==> src/rtl/muldiv_seq_if.sv <==
// muldiv_seq_if: start/operand request and busy/done/result response bundle
// for the sequential multiply/divide unit. The CPU control side uses the
// master modport; the unit itself uses the slave modport.
interface muldiv_seq_if #(
  parameter int WIDTH = 32
);
  logic             start;
  logic [1:0]       op;
  logic [WIDTH-1:0] a;
  logic [WIDTH-1:0] b;
  logic             busy;
  logic             done;
  logic [WIDTH-1:0] hi;
  logic [WIDTH-1:0] lo;
  logic             div_by_zero;

  modport master (
    output start, op, a, b,
    input  busy, done, hi, lo, div_by_zero
  );

  modport slave (
    input  start, op, a, b,
    output busy, done, hi, lo, div_by_zero
  );
endinterface

==> src/rtl/muldiv_seq.sv <==
// muldiv_seq: sequential 32-bit MULT/MULTU/DIV/DIVU unit.
// Signed operations are reduced to magnitudes in PREP. RUN then performs
// 32 radix-2 steps: shift-add for multiply, restoring for divide. FIX
// restores the signs and writes HI/LO.
// Define MULDIV_DIV_EN to build the divide datapath. Without it, divide
// opcodes complete after one busy cycle and leave HI/LO untouched.
module muldiv_seq #(
  parameter int WIDTH = 32
) (
  input  logic        clk,
  input  logic        reset,
  muldiv_seq_if.slave bus
);

  typedef enum logic [1:0] {IDLE, PREP, RUN, FIX} state_t;

  state_t             state;
  logic [4:0]         count;
  logic [1:0]         op_r;
  logic [WIDTH-1:0]   a_r;
  logic [WIDTH-1:0]   b_r;
  logic [WIDTH-1:0]   mag_b;
  // Upper half: partial product / partial remainder.
  // Lower half: multiplier bits / dividend-then-quotient bits.
  logic [2*WIDTH-1:0] acc;
  logic               neg_lo;
`ifdef MULDIV_DIV_EN
  logic               neg_hi;
`endif
  logic               busy_r;
  logic               done_r;
  logic               dbz_r;
  logic [WIDTH-1:0]   hi_r;
  logic [WIDTH-1:0]   lo_r;

  logic [WIDTH:0]     mul_sum;
  logic [2*WIDTH-1:0] mul_next;
  logic [2*WIDTH-1:0] prod_fix;

  // Widen to WIDTH+1 bits so that negating 0x80000000 yields the correct
  // unsigned magnitude.
  function automatic logic [WIDTH-1:0] magnitude(input logic [WIDTH-1:0] v,
                                                 input logic is_signed);
    logic [WIDTH:0] ext;
    ext = {is_signed & v[WIDTH-1], v};
    if (ext[WIDTH]) ext = -ext;
    return ext[WIDTH-1:0];
  endfunction

  // One shift-add multiply step, plus the sign-corrected final product.
  always_comb begin
    mul_sum  = {1'b0, acc[2*WIDTH-1:WIDTH]} + (acc[0] ? {1'b0, mag_b} : '0);
    mul_next = {mul_sum, acc[WIDTH-1:1]};
    prod_fix = neg_lo ? -acc : acc;
  end

`ifdef MULDIV_DIV_EN
  logic [WIDTH:0]     div_shift;
  logic [WIDTH+1:0]   div_diff;
  logic [2*WIDTH-1:0] div_next;
  logic [WIDTH-1:0]   quo_fix;
  logic [WIDTH-1:0]   rem_fix;
  logic               unused_div_bit;

  // One restoring-divide step, plus the independently sign-corrected
  // quotient and remainder.
  always_comb begin
    div_shift      = {acc[2*WIDTH-1:WIDTH], acc[WIDTH-1]};
    div_diff       = {1'b0, div_shift} - {2'b00, mag_b};
    unused_div_bit = div_diff[WIDTH];
    if (!div_diff[WIDTH+1])
      div_next = {div_diff[WIDTH-1:0], acc[WIDTH-2:0], 1'b1};
    else
      div_next = {div_shift[WIDTH-1:0], acc[WIDTH-2:0], 1'b0};
    quo_fix = neg_lo ? -acc[WIDTH-1:0] : acc[WIDTH-1:0];
    rem_fix = neg_hi ? -acc[2*WIDTH-1:WIDTH] : acc[2*WIDTH-1:WIDTH];
  end
`endif

  // Control FSM and datapath registers. All outputs are registered, and
  // HI/LO change only on the FIX cycle.
  always_ff @(posedge clk or posedge reset) begin
    if (reset) begin
      state  <= IDLE;
      count  <= 5'd0;
      op_r   <= 2'b00;
      a_r    <= '0;
      b_r    <= '0;
      mag_b  <= '0;
      acc    <= '0;
      neg_lo <= 1'b0;
`ifdef MULDIV_DIV_EN
      neg_hi <= 1'b0;
`endif
      busy_r <= 1'b0;
      done_r <= 1'b0;
      dbz_r  <= 1'b0;
      hi_r   <= '0;
      lo_r   <= '0;
    end else begin
      done_r <= 1'b0;
      case (state)
        IDLE: begin
          if (bus.start) begin
            op_r   <= bus.op;
            a_r    <= bus.a;
            b_r    <= bus.b;
            dbz_r  <= 1'b0;
            busy_r <= 1'b1;
`ifdef MULDIV_DIV_EN
            state  <= PREP;
`else
            state  <= bus.op[1] ? FIX : PREP;
`endif
          end
        end
        PREP: begin
          mag_b  <= magnitude(b_r, op_r[0]);
          acc    <= {{WIDTH{1'b0}}, magnitude(a_r, op_r[0])};
          neg_lo <= op_r[0] & (a_r[WIDTH-1] ^ b_r[WIDTH-1]);
`ifdef MULDIV_DIV_EN
          neg_hi <= op_r[0] & a_r[WIDTH-1];
`endif
          count  <= 5'd31;
          state  <= RUN;
        end
        RUN: begin
`ifdef MULDIV_DIV_EN
          acc <= op_r[1] ? div_next : mul_next;
`else
          acc <= mul_next;
`endif
          count <= count - 5'd1;
          if (count == 5'd0) state <= FIX;
        end
        FIX: begin
          busy_r <= 1'b0;
          done_r <= 1'b1;
          state  <= IDLE;
`ifdef MULDIV_DIV_EN
          if (op_r[1]) begin
            if (b_r == '0) begin
              lo_r  <= '1;
              hi_r  <= a_r;
              dbz_r <= 1'b1;
            end else begin
              lo_r <= quo_fix;
              hi_r <= rem_fix;
            end
          end else begin
            hi_r <= prod_fix[2*WIDTH-1:WIDTH];
            lo_r <= prod_fix[WIDTH-1:0];
          end
`else
          if (!op_r[1]) begin
            hi_r <= prod_fix[2*WIDTH-1:WIDTH];
            lo_r <= prod_fix[WIDTH-1:0];
          end
`endif
        end
        default: state <= IDLE;
      endcase
    end
  end

  assign bus.busy        = busy_r;
  assign bus.done        = done_r;
  assign bus.hi          = hi_r;
  assign bus.lo          = lo_r;
  assign bus.div_by_zero = dbz_r;

endmodule

==> src/flat_wrapper.sv <==
// flat-port wrapper written by rule: the top's interface ports become plain ports
module muldiv_seq_flat 
#(
  parameter int WIDTH = 32
)
  (clk, reset, bus_start, bus_op, bus_a, bus_b, bus_busy, bus_done, bus_hi, bus_lo, bus_div_by_zero);
  muldiv_seq_if #(.WIDTH(WIDTH)) bus_i ();
  input  logic clk;
  input  logic reset;
  input wire logic [$bits(bus_i.start)-1:0] bus_start;
  input wire logic [$bits(bus_i.op)-1:0] bus_op;
  input wire logic [$bits(bus_i.a)-1:0] bus_a;
  input wire logic [$bits(bus_i.b)-1:0] bus_b;
  output wire logic [$bits(bus_i.busy)-1:0] bus_busy;
  output wire logic [$bits(bus_i.done)-1:0] bus_done;
  output wire logic [$bits(bus_i.hi)-1:0] bus_hi;
  output wire logic [$bits(bus_i.lo)-1:0] bus_lo;
  output wire logic [$bits(bus_i.div_by_zero)-1:0] bus_div_by_zero;
  assign bus_i.start = bus_start;
  assign bus_i.op = bus_op;
  assign bus_i.a = bus_a;
  assign bus_i.b = bus_b;
  assign bus_busy = bus_i.busy;
  assign bus_done = bus_i.done;
  assign bus_hi = bus_i.hi;
  assign bus_lo = bus_i.lo;
  assign bus_div_by_zero = bus_i.div_by_zero;
  muldiv_seq #(.WIDTH(WIDTH)) u_core (.clk(clk), .reset(reset), .bus(bus_i));
endmodule
==> config.mk <==
export PLATFORM = sky130hd
export DESIGN_NAME = muldiv_seq_flat
export DESIGN_NICKNAME = d
export VERILOG_FILES = /design/src/rtl/muldiv_seq_if.sv /design/src/rtl/muldiv_seq.sv /design/src/flat_wrapper.sv
export SDC_FILE = /design/constraint.sdc
export NUM_CORES = 1
export LEC_CHECK = 0
export CORE_MARGIN = 1
export CORE_UTILIZATION = 58
export DETAILED_ROUTE_END_ITERATION = 8
export PLACE_DENSITY = 0.81
export SETUP_SLACK_MARGIN = 0.02
export SLEW_MARGIN = 25
export SYNTH_ARGS = -nofsm -noshare
export SYNTH_HDL_FRONTEND = slang
export SYNTH_SLANG_ARGS = --single-unit
==> constraint.sdc <==
create_clock -name clk -period 10.5 [get_ports clk]
set_input_delay 1.575 -clock clk [delete_from_list [all_inputs] [get_ports clk]]
set_output_delay 1.575 -clock clk [all_outputs]
set_load 0.01 [all_outputs]
Word level (Yosys, flattened, before mapping)
Index checks and enable logic that the tools add are counted.

Register bits after elaboration: 236. Bits of input ports: 69. Output and inout port bits: 67. Word-level logic and storage cells: 48.

Add/subtract/negate cells: 5. Equal/unequal tests: 5. Multiplexer cells: 13. Bitwise operators: 5. Reductions and logical operators: 8.

Operator list (number): $pmux 64 s2 (1); $mux 32 (3); $mux 64 (1); $neg 32->32 (2); $neg 64->64 (1); $add 32x33->33 (1); $pmux 5 s2 (1); $pmux 2 s4 (1); $reduce_and 2->1 (4); $mux 2 (3); $logic_not 5->1 (1); $sub 5x1->5 const B (1); $eq 2x2->1 const B (2); $reduce_bool 2->1 (2); $and 1x1->1 (3); $eq 2x1->1 const B (1); $logic_not 2->1 (1); $mux 1 (2); $ne 2x1->1 const B (1); $ne 2x2->1 const B (1); $pmux 1 s2 (1); $not 1->1 (1); $xor 1x1->1 (1).

Logic depth before layout (Yosys ltp)
Gate-level depths: netlist of the first run.

Depth after elaboration: 3. Gate-level depth with buffers: 13. Depth with buffers taken out: 12.

Worst setup path after synthesis of the first run
Ideal clock, no wire load.

Path kind: register to register. Start point: register u_core.acc[0]. End point: register u_core.acc[53]. Setup time: 0.141 ns. Arrival time: 2.855 ns. Required time: 10.359 ns. Slack: 7.504 ns. Stages on the path, launching flop included: 14. Path buffers: 1. Period minus slack after synthesis: 2.996 ns. Path through: dfrtp_1 clkbuf_1 and2_1 ha_1 inv_1 fa_1 nor2b_1 o21ai_1 a21oi_1 o311ai_0 a2111oi_0 nand2b_1 xnor2_1 o22ai_1.

Longest elaborated chain between the ends: 3.

RTL lines: start, declared (RTL line muldiv_seq.sv:25) `logic [2*WIDTH-1:0] acc;`; start signal, assigned (RTL line muldiv_seq.sv:119) `acc <= {{WIDTH{1'b0}}, magnitude(a_r, op_r[0])};`; start signal, assigned (RTL line muldiv_seq.sv:131) `acc <= mul_next;`; $mux 32 (RTL line muldiv_seq.sv:52) `mul_sum = {1'b0, acc[2*WIDTH-1:WIDTH]} + (acc[0] ? {1'b0, mag_b} : '0);`; $add 32x33->33 (RTL line muldiv_seq.sv:52); $pmux 64 s2 (RTL line muldiv_seq.sv:102) `case (state)`.

Every way passes these cells. A chain may end at the register's enable or synchronous reset.

Worst setup path after layout of the first run
Start point: register u_core.acc[0]. End point: register u_core.acc[61].

The elaborated chain is that of the path after synthesis.

==> impl_metrics.csv, run 1 <==
group,metric,value,unit
outcome,status,"completed",
pwr,vdd_drop_max,0.2401,mV
floorplan,die_height,155.5,µm
clock_network,cts_hold_buf,0,
routing,routed_via_density,5.840,
routing,drcViolationCount,0,
routing,drt-total-wl,31.95,mm
final_layout,final_nets,1645,
clock_network,clk_latency,540,ps
clock_network,clk_pin_slew,70,ps
sta,finalHoldViolCount,0,
routing,drtPass1Iterations,5,
floorplan,die_w,155.5,µm
final_layout,seq_area,0.005909,mm²
sta,grt_setup_unrepaired,"no",
global_route,grt_usage,27.36,%
clock_network,cts.sinks,236,
routing,ant_nets,0,
final_layout,fillers,1781,
clock_network,cts_setup_buffers,0,
global_route,grt_busiest_layer,"met1",
worst_hold_path,hold_path.class,"register to register",
floorplan,ios,136,
global_route,use_met1,44.19,%
final_layout,drive_gt1_share,11.85,%
clock_network,clockRootBuffer,"clkbuf_16",
pwr,swShare,41.83,%
global_route,grt_pass1_wl,52.99,mm
place,gp_congestion,0.9248,
final_layout,multi_input_comb_area,0.007272,mm²
final_layout,fin_util,70.60,%
place,post-dp-hpwl,23.66,mm
synthesis,avgSynthCellArea,9.458,µm²
sta,tightest_slew,1091,ps
floorplan,dieArea,0.02418,mm²
synthesis,ys_warn_count,0,
critical_path,cp.arrival,4250,ps
routing,drtIter0Drc,922,
clock_network,cts_tree,"yes",
pwr,power.leakage,0.006760,µW
sta,finalSetupViolCount,0,
synthesis,synth.distinct_cells,71,
routing,wl_per_cell,17.12,µm
place,io_buffers,134,
synthesis,synth-edff-count,0,
synthesis,yosysSeqAreaShare,43.21,%
synthesis,synthArstFlopShare,100.0,%
synthesis,synth_area,0.01367,mm²
clock_network,cts_resized,0,
critical_path,critPathKind,"register to register",
critical_path,crit_path_start_kind,"register",
sta,timing.fmax,256.3,MHz
critical_path,required,10850,ps
pwr,seq_power_share,33.0,%
pwr,cellPowerDensity,337.3,mW/mm²
sta,fin_skew,18.89,ps
clock_network,h-tree-depth,1,
sta,finalCritPeriodShare,37.16,%
critical_path,critPathCaptureType,"register",
global_route,globalRouteMet2Util,39.72,%
global_route,grt_overflow,0,
sta,setup_tns,0,ps
global_route,grt_max_degree,116,
synthesis,synth_top_area_share,43.21,%
floorplan,start_util,59.82,%
global_route,grt_pass1_vias,10020,
clock_network,clk_path_buf_depth,3,
final_layout,antenna_cells,0,
synthesis,ys_top_cells_by_area,"dfrtp_1 43%, mux2_2 7.3%, xnor2_1 5.4%, nand2_1 4.1%, a21oi_1 4.0%",
synthesis,synth-seq-cells,236,
final_layout,syn2layout_area_growth,18.02,%
sta,fin_crit,3902,ps
pwr,p_int,3165,µW
synthesis,synth-main-ff-cell,"dfrtp_1",
synthesis,synth_top_area_cell,"dfrtp_1",
synthesis,syn_nets,1556,
job,drv_cap,0,
floorplan,num_rows,55,
synthesis,syn_inst,1445,
global_route,met3_usage,2.618,%
floorplan,fp.coreArea,0.02285,mm²
critical_path,worstPathMaxFanout,34,
sta,slew_headroom,27.07,%
clock_network,numCtsBuffers,26,
sta,final_max_slew_viol_count,0,
pwr,power_switching,2276,µW
routing,vias,10900,
pwr,p_clk_share,18.2,%
pwr,combPwrFrac,48.8,%
global_route,antenna_found_initial,0,
-- synth_stat cells (5+ instances only) --
cell type	n
dfrtp_1	236
nand2_1	151
a21oi_1	108
o21ai_0	95
nor2_1	92
mux2_2	89
xnor2_1	85
clkbuf_1	71
xor2_1	60
inv_1	55
o21ai_1	45
ha_1	41
and2_1	37
o22ai_1	23
o31ai_1	21
a31oi_1	19
nor3_1	19
nand2b_1	15
nand3_1	14
a21o_1	13
nand4_1	12
nor2b_1	12
or3_1	11
o31ai_2	9
nor4_1	8
and3_1	7
o41ai_1	7
o21bai_1	6
or4_1	6
buf_1	5
-- through the flow --
stage          setup slack, ps  hold WS (ps)  total power, µW  cells  area, µm²
6_report                  6598         478.0             5440   1866      16130
5_1_grt                   6279         506.0             5824   1866      16130
4_1_cts                   6546         483.7             5424   1866      16110
3_5_place_dp              6620         470.1             4418   1819      15170
3_3_place_gp              6823         461.6             4329   1819      15170
2_1_floorplan             2450         451.5             3622   1445      13670
-- power by group through the flow --
stage               Sequential, µW  Clock, µW  Combinational (µW)
global route                  1850       1040                2930
finish                        1800        990                2650
CTS                           1780       1000                2640
global placement              1770          0                2560
floorplan                     1680          0                1940
detailed placement            1800          0                2620
-- routing by layer --
metal,wire length [µm],vias to the layer above,share of wire (%)
li1,-,5257,-
met1,15990,5251,50
met2,13640,353,43
met3,1811,37,5.7
met4,507,0,1.6
met5,0,-,0
-- layout make-up --
cell class / count / area share, %
multi-input combinational: 1073 / 45.09
clock inverter: 12 / 1.233
clock buffer: 35 / 4.623
tap: 313 / 2.428
inverter: 57 / 1.373
sequential: 236 / 36.64
timing repair buffer: 140 / 8.618
-- path summary, 6_finish.rpt --
kind | slack [ps] | cells past startpoint | endpoint | start
worst max register to register | 6600 | 12 | u_core.acc[61] | u_core.acc[0]
worst min register to register | 480 | 2 | u_core.bus.lo[4] | u_core.bus.lo[4]
max in group asynchronous | 7550 | 3 | u_core.neg_lo | reset
worst max-delay path | 6600 | 12 | u_core.acc[61] | u_core.acc[0]
worst min-delay path | 480 | 2 | u_core.bus.lo[4] | u_core.bus.lo[4]
min in group asynchronous | 1540 | 2 | u_core.bus.lo[16] | reset
-- state kept, by name, summed over array words and instances, names as in the netlist --
signal,cells
u_core.bus.lo,32
u_core.mag_b,32
u_core.bus.hi,32
u_core.b_r,32
u_core.state,2
u_core.bus.done,1
u_core.count,5
u_core.a_r,32
u_core.bus.busy,1
u_core.acc,64
u_core.neg_lo,1
u_core.op_r,2
-- cell families after synthesis --
group	Yosys count	synth area share (%)
buffers and inverters	136	3.781
adders and majority gates	42	3.900
muxes	93	7.626
and+or+nand+nor	412	15.15
other	1	0.02744
AOI/OAI and AO/OA	380	17.01
xor gates and xnor gates	145	9.292
DFF	236	43.21
-- placed cells by master (no fill, tap or decap), drive strengths merged, types with 15 or more instances in the layout --
cell and instances:
a21oi 108, a31oi 19, and2 37, clkbuf 35, clkdlybuf4s50 134, dfrtp 236
ha 41, inv 57, mux2 89, nand2 151, nand2b 15, nand3 15
nand4 16, nor2 94, nor3 22, o21ai 140, o22ai 23, o31ai 30
xnor2 85, xor2 60
-- worst max-delay path, cell delays in order (launching register included) --
cell and delay (ps):
dfrtp_1 830, and2_1 220, ha_1 170, inv_1 60, fa_1 370, nor2b_1 170
o21ai_1 100, a21oi_1 280, o311ai_0 230, a2111oi_0 800, a21oi_1 160, xor2_1 220
o22ai_1 100
No activity file was read; power rests on OpenSTA's default activity.
==> inputs of run 2 (changes only) <==
Settings changed: CORE_UTILIZATION 58 to 52, PLACE_DENSITY 0.81 to 0.77.
Clock period 10.5 ns to 3.3 ns, I/O delays scaled along.
==> run 2 against run 1 <==
Against the previous run: register-to-register slack lost 6400 ps; cell count rose by 1.4%; via count about the same; clock-buffer cell count rose by 6; sequential power grew to 3.2 times the previous value; setup slack got worse by 6400 ps; critical endpoint is now u_core.acc[59]; non-clock buffer count up 10; global-route usage decreased by 2.0 points; design area rose by 0.26%.
==> impl_metrics.csv, run 2 (synthesis results as in run 1) <==
group,metric,value,unit
outcome,status,"completed",
critical_path,reg2reg_slack,200,ps
pwr,combPwrFrac,50.2,%
global_route,grt_usage,25.33,%
place,io_buffers,134,
critical_path,worstPathMaxFanout,30,
routing,routed.top_layer,"met4",
final_layout,largest_register_ffs,64,
sta,final_max_slew_viol_count,0,
final_layout,antenna_cells,0,
sta,timing.fmax,322.7,MHz
critical_path,path_depth,11,
sta,finalSetupViolCount,0,
clock_network,clk_latency,540,ps
final_layout,final_nets,1655,
clock_network,h-tree-depth,1,
routing,wl_met3,2.018,mm
final_layout,syn2layout_area_growth,18.33,%
floorplan,fp.coreArea,0.02547,mm²
pwr,p_int,9878,µW
sta,finalHoldViolCount,0,
critical_path,crit_path_cell_trace,"buf_12 -> and2_1 -> ha_1 -> a21o_1 -> a21o_1 -> a21oi_1 -> a2111o_1 -> a31oi_1 -> o31ai_2 -> o21ai_0 -> a221o_1",
critical_path,crit_family,"compound AO/OA/AOI/OAI gates",
clock_network,numCtsBuffers,26,
routing,routed_via_density,5.762,
final_layout,drive_gt1_share,12.16,%
final_layout,fin_util,63.49,%
critical_path,critPathCaptureType,"register",
pwr,cellPowerDensity,1063,mW/mm²
clock_network,cts_tree,"yes",
pwr,power.leakage,0.006783,µW
clock_network,clk_path_buf_depth,3,
pwr,power_switching,7321,µW
floorplan,die_height,164.1,µm
global_route,grt_pass1_vias,10320,
routing,vias,10900,
final_layout,layout_common_cells,"235 x dfrtp_1, 150 x nand2_1, 134 x clkdlybuf4s50_1",
sta,tightest_slew,791.0,ps
routing,drt-met1-wl,16.71,mm
pwr,swShare,42.57,%
critical_path,cpPeakStageDelay,430,ps
critical_path,crit_path_start_kind,"register",
global_route,grt_overflow,0,
place,post-dp-hpwl,24.63,mm
critical_path,reg2reg_depth,11,
sta,setup_tns,0,ps
critical_path,r2r-end,"u_core.acc[59]",
routing,wl_per_cell,17.62,µm
sta,fin_crit,3099,ps
sta,fin_skew,9.230,ps
global_route,grt_max_degree,136,
critical_path,crit_top_cell,"a21o_1",
critical_path,path_buf_inv,1,
final_layout,top_register,"u_core.acc",
job,drv_cap,0,
global_route,antenna_found_initial,0,
critical_path,rr_startpoint,"u_core.acc[0]",
pwr,vdd_drop_max,0.6377,mV
critical_path,required,3720,ps
final_layout,final_common_cell,"dfrtp_1",
routing,drtIter0Drc,1042,
floorplan,num_rows,58,
routing,met2WireLength,14.14,mm
place,gp_congestion,0.9165,
floorplan,dieArea,0.02694,mm²
critical_path,crit_slowest_cell,"dfrtp_1",
routing,drtPass1Iterations,6,
sta,grt_setup_unrepaired,"yes",
floorplan,ios,136,
floorplan,die_w,164.1,µm
sta,slew_headroom,47.27,%
routing,drt-total-wl,33.33,mm
clock_network,cts_hold_buf,0,
pwr,p_clk_share,16.7,%
floorplan,start_util,53.65,%
sta,finalCritPeriodShare,93.91,%
critical_path,critPathKind,"register to register",
critical_path,cp.arrival,3520,ps
global_route,grt_pass1_wl,54.45,mm
clock_network,clockRootBuffer,"clkbuf_16",
clock_network,clk_pin_slew,60,ps
routing,drcViolationCount,0,
routing,ant_nets,0,
worst_hold_path,hold_path.class,"primary input to asynchronous set/reset pin",
clock_network,cts.sinks,236,
pwr,seq_power_share,33.2,%
-- run 2: worst max-delay path by stage --
stage / from / end / slack, ps
after floorplan: reset / u_core.a_r[0] / -290
after global placement: u_core.acc[0] / u_core.acc[59] / 290
after detailed placement: u_core.acc[0] / u_core.acc[59] / 200
after CTS: u_core.acc[0] / u_core.acc[53] / 180
after global routing: u_core.acc[0] / u_core.acc[61] / -40
final: u_core.acc[0] / u_core.acc[59] / 200
-- run 2: worst reg2reg max path, stage by stage, from the launching register on --
cell,delay [ps]
dfrtp_1,430
buf_12,180
and2_1,160
ha_1,370
a21o_1,240
a21o_1,180
a21oi_1,310
a2111o_1,190
a31oi_1,70
o31ai_2,420
o21ai_0,140
a221o_1,300
-- run 2: power by group through the flow --
stage	Combinational, µW	Sequential [µW]	Clock, µW
after global routing	9490	5880	3050
after CTS	8570	5660	2920
after detailed placement	8500	5710	0
after global placement	8300	5620	0
final	8630	5700	2870
after floorplan	6170	5350	0
-- run 2: repair_timing --
action,CTS,global route
setup endpoints to repair,0,5
hold endpoints to repair,0,0
gates resized for setup,0,2
setup buffers,0,1
-- run 2: layout make-up --
class | instances | area, µm²
flip-flops and latches | 236 | 5907
inverters | 57 | 217.7
fillers | 2109 | 9300
repair buffers | 150 | 1524
clock inverters | 5 | 55.05
well taps | 330 | 412.9
clock buffers | 41 | 788.3
multi-input cells | 1073 | 7267
-- run 2: layer usage --
metal  global-route usage [%]  vias up
li1                         -     5276
met4                    5.135        0
met1                    39.89     5240
met3                    2.803       39
met2                    37.27      346
met5                        0        -
-- run 2: through the flow --
stage          total power, µW  hold slack [ps]  area (µm²)  instances  setup WS (ps)
6_report                 17200            459.5       16170       1892          200.9
5_1_grt                  18420            501.7       16170       1892         -39.59
4_1_cts                  17150            479.6       16160       1891          178.5
3_5_place_dp             14210            470.7       15320       1845          196.9
3_3_place_gp             13920            462.6       15320       1845          288.6
2_1_floorplan            11530            451.5       13670       1445         -286.9
